===== src/rtl/floo_vc_credit_sched.sv =====
// Credit-based round-robin VC scheduler driving one registered flit link.
// Define FLOO_VC_CREDIT_SCHED_LOCK_EN to hold the grant on one VC until its last flit (wormhole lock).
module floo_vc_credit_sched #(
  parameter int unsigned NumVirtChannels = 2,
  parameter int unsigned NumCredits      = 4,
  parameter type         flit_t          = logic,
  parameter int unsigned CntWidth        = $clog2(NumCredits + 1),
  parameter int unsigned IdWidth         = $clog2(NumVirtChannels)
) (
  input  logic                       clk_i,
  input  logic                       rst_ni,
  input  logic [NumVirtChannels-1:0] valid_i,
  output logic [NumVirtChannels-1:0] ready_o,
  input  flit_t                      data_i [NumVirtChannels],
  input  logic [NumVirtChannels-1:0] last_i,
  input  logic [NumVirtChannels-1:0] credit_i,
  output logic                       valid_o,
  output flit_t                      data_o,
  output logic [IdWidth-1:0]         vc_id_o,
  output logic                       last_o,
  output logic                       credit_err_o
);

  typedef logic [CntWidth-1:0] cnt_t;
  localparam cnt_t MaxCnt = cnt_t'(NumCredits);

  cnt_t                       cnt_q [NumVirtChannels];
  cnt_t                       cnt_d [NumVirtChannels];
  logic [IdWidth-1:0]         rr_q, rr_d;
  logic                       err_q, err_d;
  logic [NumVirtChannels-1:0] elig, gnt_oh;
  logic [IdWidth-1:0]         gnt_idx, scan_idx, rr_nxt;
  logic                       gnt_vld;

  logic                       valid_q;
  flit_t                      data_q;
  logic [IdWidth-1:0]         vc_q;
  logic                       last_q;

`ifdef FLOO_VC_CREDIT_SCHED_LOCK_EN
  logic                       lock_q, lock_d;
  logic [IdWidth-1:0]         lock_vc_q, lock_vc_d;
`endif

  always_comb begin
    for (int unsigned v = 0; v < NumVirtChannels; v++) begin
      elig[v] = valid_i[v] && (cnt_q[v] != '0);
`ifdef FLOO_VC_CREDIT_SCHED_LOCK_EN
      // A locked link idles rather than interleaving another VC mid-packet.
      if (lock_q && (IdWidth'(v) != lock_vc_q)) elig[v] = 1'b0;
`endif
    end
  end

  always_comb begin
    gnt_vld  = 1'b0;
    gnt_idx  = '0;
    scan_idx = '0;
    for (int unsigned i = 0; i < NumVirtChannels; i++) begin
      scan_idx = IdWidth'((32'(rr_q) + i) % NumVirtChannels);
      if (!gnt_vld && elig[scan_idx]) begin
        gnt_vld = 1'b1;
        gnt_idx = scan_idx;
      end
    end
    gnt_oh = '0;
    if (gnt_vld) gnt_oh[gnt_idx] = 1'b1;
    rr_nxt = IdWidth'((32'(gnt_idx) + 1) % NumVirtChannels);
  end

  assign ready_o = rst_ni ? gnt_oh : '0;

  always_comb begin
    err_d = err_q;
    rr_d  = rr_q;
    for (int unsigned v = 0; v < NumVirtChannels; v++) begin
      cnt_d[v] = cnt_q[v];
      if (gnt_oh[v] && !credit_i[v]) begin
        cnt_d[v] = cnt_q[v] - cnt_t'(1);
      end else if (!gnt_oh[v] && credit_i[v]) begin
        if (cnt_q[v] == MaxCnt) err_d = 1'b1;
        else                    cnt_d[v] = cnt_q[v] + cnt_t'(1);
      end
    end
`ifdef FLOO_VC_CREDIT_SCHED_LOCK_EN
    lock_d    = lock_q;
    lock_vc_d = lock_vc_q;
    if (gnt_vld) begin
      if (last_i[gnt_idx]) begin
        lock_d = 1'b0;
        rr_d   = rr_nxt;
      end else begin
        lock_d    = 1'b1;
        lock_vc_d = gnt_idx;
      end
    end
`else
    if (gnt_vld) rr_d = rr_nxt;
`endif
  end

  always_ff @(posedge clk_i or negedge rst_ni) begin
    if (!rst_ni) begin
      for (int unsigned v = 0; v < NumVirtChannels; v++) cnt_q[v] <= MaxCnt;
      rr_q    <= '0;
      err_q   <= 1'b0;
      valid_q <= 1'b0;
      data_q  <= '0;
      vc_q    <= '0;
      last_q  <= 1'b0;
`ifdef FLOO_VC_CREDIT_SCHED_LOCK_EN
      lock_q    <= 1'b0;
      lock_vc_q <= '0;
`endif
    end else begin
      for (int unsigned v = 0; v < NumVirtChannels; v++) cnt_q[v] <= cnt_d[v];
      rr_q    <= rr_d;
      err_q   <= err_d;
      valid_q <= gnt_vld;
      if (gnt_vld) begin
        data_q <= data_i[gnt_idx];
        vc_q   <= gnt_idx;
        last_q <= last_i[gnt_idx];
      end
`ifdef FLOO_VC_CREDIT_SCHED_LOCK_EN
      lock_q    <= lock_d;
      lock_vc_q <= lock_vc_d;
`endif
    end
  end

  assign valid_o      = valid_q;
  assign data_o       = data_q;
  assign vc_id_o      = vc_q;
  assign last_o       = last_q;
  assign credit_err_o = err_q;

endmodule


===== config.mk =====
export PLATFORM = sky130hd
export DESIGN_NAME = floo_vc_credit_sched
export DESIGN_NICKNAME = d
export VERILOG_FILES = /design/src/rtl/floo_vc_credit_sched.sv
export SDC_FILE = /design/constraint.sdc
export NUM_CORES = 1
export LEC_CHECK = 0
export ABC_AREA = 1
export ABC_CLOCK_PERIOD_IN_PS = 2500
export CAP_MARGIN = 25
export CORE_UTILIZATION = 45
export CTS_CLUSTER_DIAMETER = 50
export DETAILED_ROUTE_END_ITERATION = 10
export MAX_ROUTING_LAYER = met4
export PLACE_DENSITY_LB_ADDON = 0.15
export SETUP_SLACK_MARGIN = 0.15
export SLEW_MARGIN = 20
export SYNTH_ARGS = -nofsm -noshare
export SYNTH_HDL_FRONTEND = slang
export SYNTH_SLANG_ARGS = --single-unit
export TNS_END_PERCENT = 100

===== constraint.sdc =====
create_clock -name clk_i -period 2.5 [get_ports clk_i]
set_clock_uncertainty 0.2 [all_clocks]
set_input_delay 0.375 -clock clk_i [delete_from_list [all_inputs] [get_ports clk_i]]
set_output_delay 0.375 -clock clk_i [all_outputs]
set_load 0.05 [all_outputs]

* Word-level counts from Yosys, hierarchy flattened
Index checks and enable logic that the tools add are counted.
Storage, ports and cells: bits in registers 12, bits of input ports 10, word-level logic and storage cells 72
Cells by class: reductions and logical operators 19, order comparisons 5, bitwise logic cells 1, equality and inequality tests 4, $add $sub $neg 6, muxes and demuxes 29
Operators with widths (number):
- two-way mux 1 bit | 20
- two-way mux 3 bit | 6
- logical AND 1 bit | 8
- adder 3 x 1 -> 3 bit (second input constant) | 2
- == test 3 bit (second input constant) | 2
- less-than comparator 1 x 2 -> 1 bit (second input constant) | 3
- nonzero test 3 bit | 2
- subtractor 3 x 1 -> 3 bit (second input constant) | 2
- zero test 1 bit | 5
- two-way mux 2 bit | 2
- != test 2 bit (second input constant) | 2
- AND reduction 2 bit | 2
- nonzero test 2 bit | 2
- adder 1 bit (second input constant) | 2
- greater-or-equal comparator 2 bit (second input constant) | 1
- inverter 1 -> 2 bit | 1
- demux 1 bit (select 1 bit) | 1
- greater-or-equal comparator 1 bit (second input constant) | 1

* Depth between registers and ports, before layout
depth after elaboration 20, depth in mapped cells 12

* Worst setup path after synthesis
Ideal clock, no wire load.
path type reg2out, start point register cnt_q[5] in the netlist's numbering, end point output port ready_o[0], slack 344 ps, stages on the path, launching flop included 7, arrival time 1581 ps, cell sequence dfstp_2 inv_2 nand2_1 nand3_2 nand2_4 nand2_4 nor2_1
Between the ends: cells in the longest elaborated chain, start to end 14, elaborated cells on any way between the ends 19
RTL lines:
- start: declaration | RTL line 27 | cnt_t cnt_q [NumVirtChannels];
- nonzero test 3 bit (*) | RTL line 47 | elig[v] = valid_i[v] && (cnt_q[v] != '0);
- logical AND 1 bit (*) | RTL line 47
- two-way mux 1 bit (not written as such) (2 in series) | RTL line 61 | if (!gnt_vld && elig[scan_idx]) begin
- two-way mux 1 bit | RTL line 61
- zero test 1 bit | RTL line 61
- logical AND 1 bit | RTL line 61
- two-way mux 1 bit | RTL line 61
- less-than comparator 1 x 2 -> 1 bit (not written as such) / greater-or-equal comparator 1 bit (equally long branches) | RTL line 67 | if (gnt_vld) gnt_oh[gnt_idx] = 1'b1;
- logical AND 1 bit (not written as such) | RTL line 67
- two-way mux 1 bit (not written as such) | RTL line 67
- demux 1 bit (select 1 bit) | RTL line 67
- two-way mux 2 bit (*) | RTL line 67
- two-way mux 2 bit (*) | RTL line 71 | assign ready_o = rst_ni ? gnt_oh : '0;
- end: declaration | RTL line 13 | output logic [NumVirtChannels-1:0] ready_o,
Mark *: on every way between the ends. The rest lies on a longest branch, timed or not. The select of a mux whose other input is x is not followed.

* Worst setup path after layout
start point input port valid_i[1], end point output port ready_o[1]
Between the ends: cells in the longest elaborated chain, start to end 13, elaborated cells on any way between the ends 18
RTL lines:
- start: declaration | RTL line 12 | input logic [NumVirtChannels-1:0] valid_i,
- logical AND 1 bit (*) | RTL line 47
- two-way mux 1 bit (not written as such) (2 in series) | RTL line 61
- two-way mux 1 bit | RTL line 61
- zero test 1 bit | RTL line 61
- logical AND 1 bit | RTL line 61
- two-way mux 1 bit | RTL line 61
- less-than comparator 1 x 2 -> 1 bit (not written as such) / greater-or-equal comparator 1 bit (equally long branches) | RTL line 67
- logical AND 1 bit (not written as such) | RTL line 67
- two-way mux 1 bit (not written as such) | RTL line 67
- demux 1 bit (select 1 bit) | RTL line 67
- two-way mux 2 bit (*) | RTL line 67
- two-way mux 2 bit (*) | RTL line 71
Marked as above.

==> metrics.md <==
| Metric | Value |
|---|---|
| Status | `finished, final reports clean` |
| Final count of pins violating max slew | `0` |
| Post-synth EDFFs | `0` |
| CTS root buffer | `clkbuf_4` |
| Routability cong. | `between 0.7 and 0.8` |
| Vias in the first global route | `between 500 and 600` |
| Worst Path Max Fanout | `6` |
| Sequential fraction of the synthesis area | `approximately two fifths` |
| Clock buffer depth | `2` |
| Leading area contributor after synthesis | `dfrtp_1` |
| Met3 Use GR | `4.68%` |
| I/O pins | `17` |
| Pre-antenna DRT Iters | `3` |
| Pleak | `0.000505 uW` |
| Mapped Area | `754 um2` |
| CTS clk-pin slew, worst paths | `approximately 0.080 ns` |
| Worst Tran Pin Value | `0.505 ns` |
| Delay-heaviest family, CP | `buffers and inverters` |
| Maximum VDD drop | `762 uV` |
| Most used DFF post-synth | `dfrtp_1` |
| Final Hold Vio Count | `0` |
| Asr flop ratio synth | `100%` |
| Layout Nets | `130` |
| Total global-route track usage | `about a fifth` |
| Starting density of the core | `48.9%` |
| Util after Layout | `66.2%` |
| Count leader, synth | `nand2_1` |
| End point of the critical path | `ready_o[1]` |
| Remaining DRCs | `0` |
| RSZ-0062 raised after global routing | `no` |
| Setup WS pre-CTS | `0.0134 ns` |
| Kind of end point of the critical path | `output port` |
| WL/cell | `11.4 um` |
| Gate Count Post-Synth | `between 80 and 90` |
| CP Data Required Time | `1.92 ns` |
| Synthesized flop and latch total | `12` |
| Slowest cell on the critical path | `clkdlybuf4s50_1` |
| CTS tree | `done` |
| Worst Hold Class | `in -> async` |
| Area Overhead vs Synth | `35.2%` |
| Grt total ovfl | `0` |
| Reg-to-reg startpoint | `cnt_q[5]` |
| Antenna violations before repair | `0` |
| Total vias in the final route | `609` |
| Syn_area_per_cell | `8.57 um2` |
| Setup_tns | `0 ns` |
| CTS sink count | `12` |
| Synth cell count leaders | `nand2_1 (22), inv_1 (15), dfrtp_1 (10)` |
| H-tree depth | `1` |
| Worst setup SP type | `input pin` |
| TritonCTS Buffers | `3` |
| Dpl hpwl | `1130 um` |
| Max-cap violations | `0` |
| DRT iter0 DRCs | `4` |
| Die extent in y | `around 43 um` |
| Path type of the worst setup path | `in -> out` |
| Fin worst setup slack | `0.275 ns` |
| Distinct cells, synth | `21` |
| Power per cell area | `1340 nW/um2` |
| CP cell instances | `clkdlybuf4s50_1 > inv_1 > a21oi_4 > nand2_4 > buf_4 > nor2_2 > buf_12` |
| DR vias/cell | `4.76` |
| Reg2reg setup slack | `0.28 ns` |
| Die width | `42.9 um` |
| Met1 Use GR | `25.0%` |
| Fillers | `approximately 140` |
| Ys Warns | `0` |
| Worst Path Buf+Inv | `4` |
| GR met2 Demand/Resource | `around 28%` |
| Instance count on the critical path | `7` |
| Rows | `14` |
| Period utilisation layout | `between 80 and 90%` |
| Synth top area share | `33.2%` |
| Min cycle time layout | `roughly 2.2 ns` |
| F_max | `0.449 GHz` |
| Worst r2r dst | `cnt_q[5]` |
| Mapped Nets | `between 100 and 150` |
| ANT nets after route | `0` |
| Largest net degree at the start of global routing | `13` |
| Synth area leaders | `dfrtp_1 (33%), nand2_1 (11%), inv_1 (7.5%), dfstp_2 (7.0%), ha_1 (6.6%)` |
| Total Die Area | `1840 um2` |
| Max stage delay on crit path | `0.49 ns` |
| # port buffers | `16` |
| Crit path from | `valid_i[1]` |
| Worst R2R Path Depth | `12` |
| Worst-Skew Late Latency | `around 0.27 ns` |
| WP data arrival | `1.65 ns` |
| Global-route wire length before repair | `2470 um` |
| Drt total wl | `1460 um` |
| Core area | `1540 um2` |
| Final setup viols | `0` |
| Busiest metal layer after global routing | `met2` |
| Max transition margin | `66.2%` |
| Share of cells above drive strength 1 | `24.1%` |
| Antenna cells | `0` |
power by group:
group	internal [uW]	leakage (uW)	switching [uW]
clock network	55.6	0.0000138	63.9
logic	340	0.000352	521
registers	305	0.000139	77.4
state kept, by name, indices dropped and copies added (netlist names):
register / cells
cnt_q: 6
credit_err_o: 1
data_o: 1
last_o: 1
rr_q: 1
valid_o: 1
vc_id_o: 1
worst register-to-register path, cell delays in order, from the launching register on:
cell,delay [ns]
dfstp_2,0.57
inv_2,0.03
nand2_1,0.09
nand2_1,0.13
nand2_4,0.12
nand2_4,0.06
inv_2,0.06
ha_1,0.18
inv_2,0.07
fa_1,0.37
xor2_1,0.17
nand2_1,0.06
nand2_1,0.05
metal layers:
metal | vias up | share of wire, %
li1 | 318 | -
met4 | 0 | 0
met5 | - | 0
met3 | 0 | 3.8
met1 | 281 | 48
met2 | 10 | 48
final cells by class:
| class | instances | area, um2 | area share [%] |
|---|---|---|---|
| multi-input combinational | 57 | 385 | 37.8 |
| timing repair buffer | 21 | 218 | 21.3 |
| clock buffer | 3 | 22.5 | 2.21 |
| sequential | 12 | 303 | 29.7 |
| inverter | 19 | 71.3 | 6.99 |
| tap | 16 | 20.0 | 1.96 |
layout by cell type, fill, tap and decap left out, drive strengths merged, types with 3 or more instances in the layout:
cell type and instances:
ha 4, nand3 7, dfrtp 10, clkdlybuf4s50 14, nor2 6, clkbuf 3, nand2 25, buf 7
inv 19, o21ai 3
stage by stage:
step                area [um2]  std cells  total power [uW]  hold WS (ns)
detailed placement         970        122              1220         0.271
global route              1020        128              1480         0.262
finish                    1020        128              1360         0.241
CTS                        992        125              1340         0.244
global placement           970        122              1200         0.252
floorplan                  754         88               978        -0.121
logic make-up (layout without fill, tap and decap cells):
kind of cell	Yosys count	count (layout)	share of synthesized area [%]
compound gates	6	6	5.80
xor+xnor	4	4	4.64
fa+ha+maj	6	6	11.9
buf+inv	19	43	9.45
flops	12	12	40.1
simple gates	41	41	28.0
how the worst min path moves through the flow:
stage,end,slack [ns],depth (start not counted)
after floorplan,cnt_q[0],-0.12,0
after global placement,credit_err_o,0.25,1
after detailed placement,credit_err_o,0.27,1
after CTS,cnt_q[1],0.24,2
after global routing,cnt_q[1],0.26,2
final,cnt_q[1],0.24,2
timing repair:
item / in CTS / in global routing
setup endpoints to repair: 0 / 2
buffers inserted: 0 / 3
resized for setup: 0 / 3
hold buffers: 0 / 0
No activity file was read; power rests on OpenSTA's default activity.
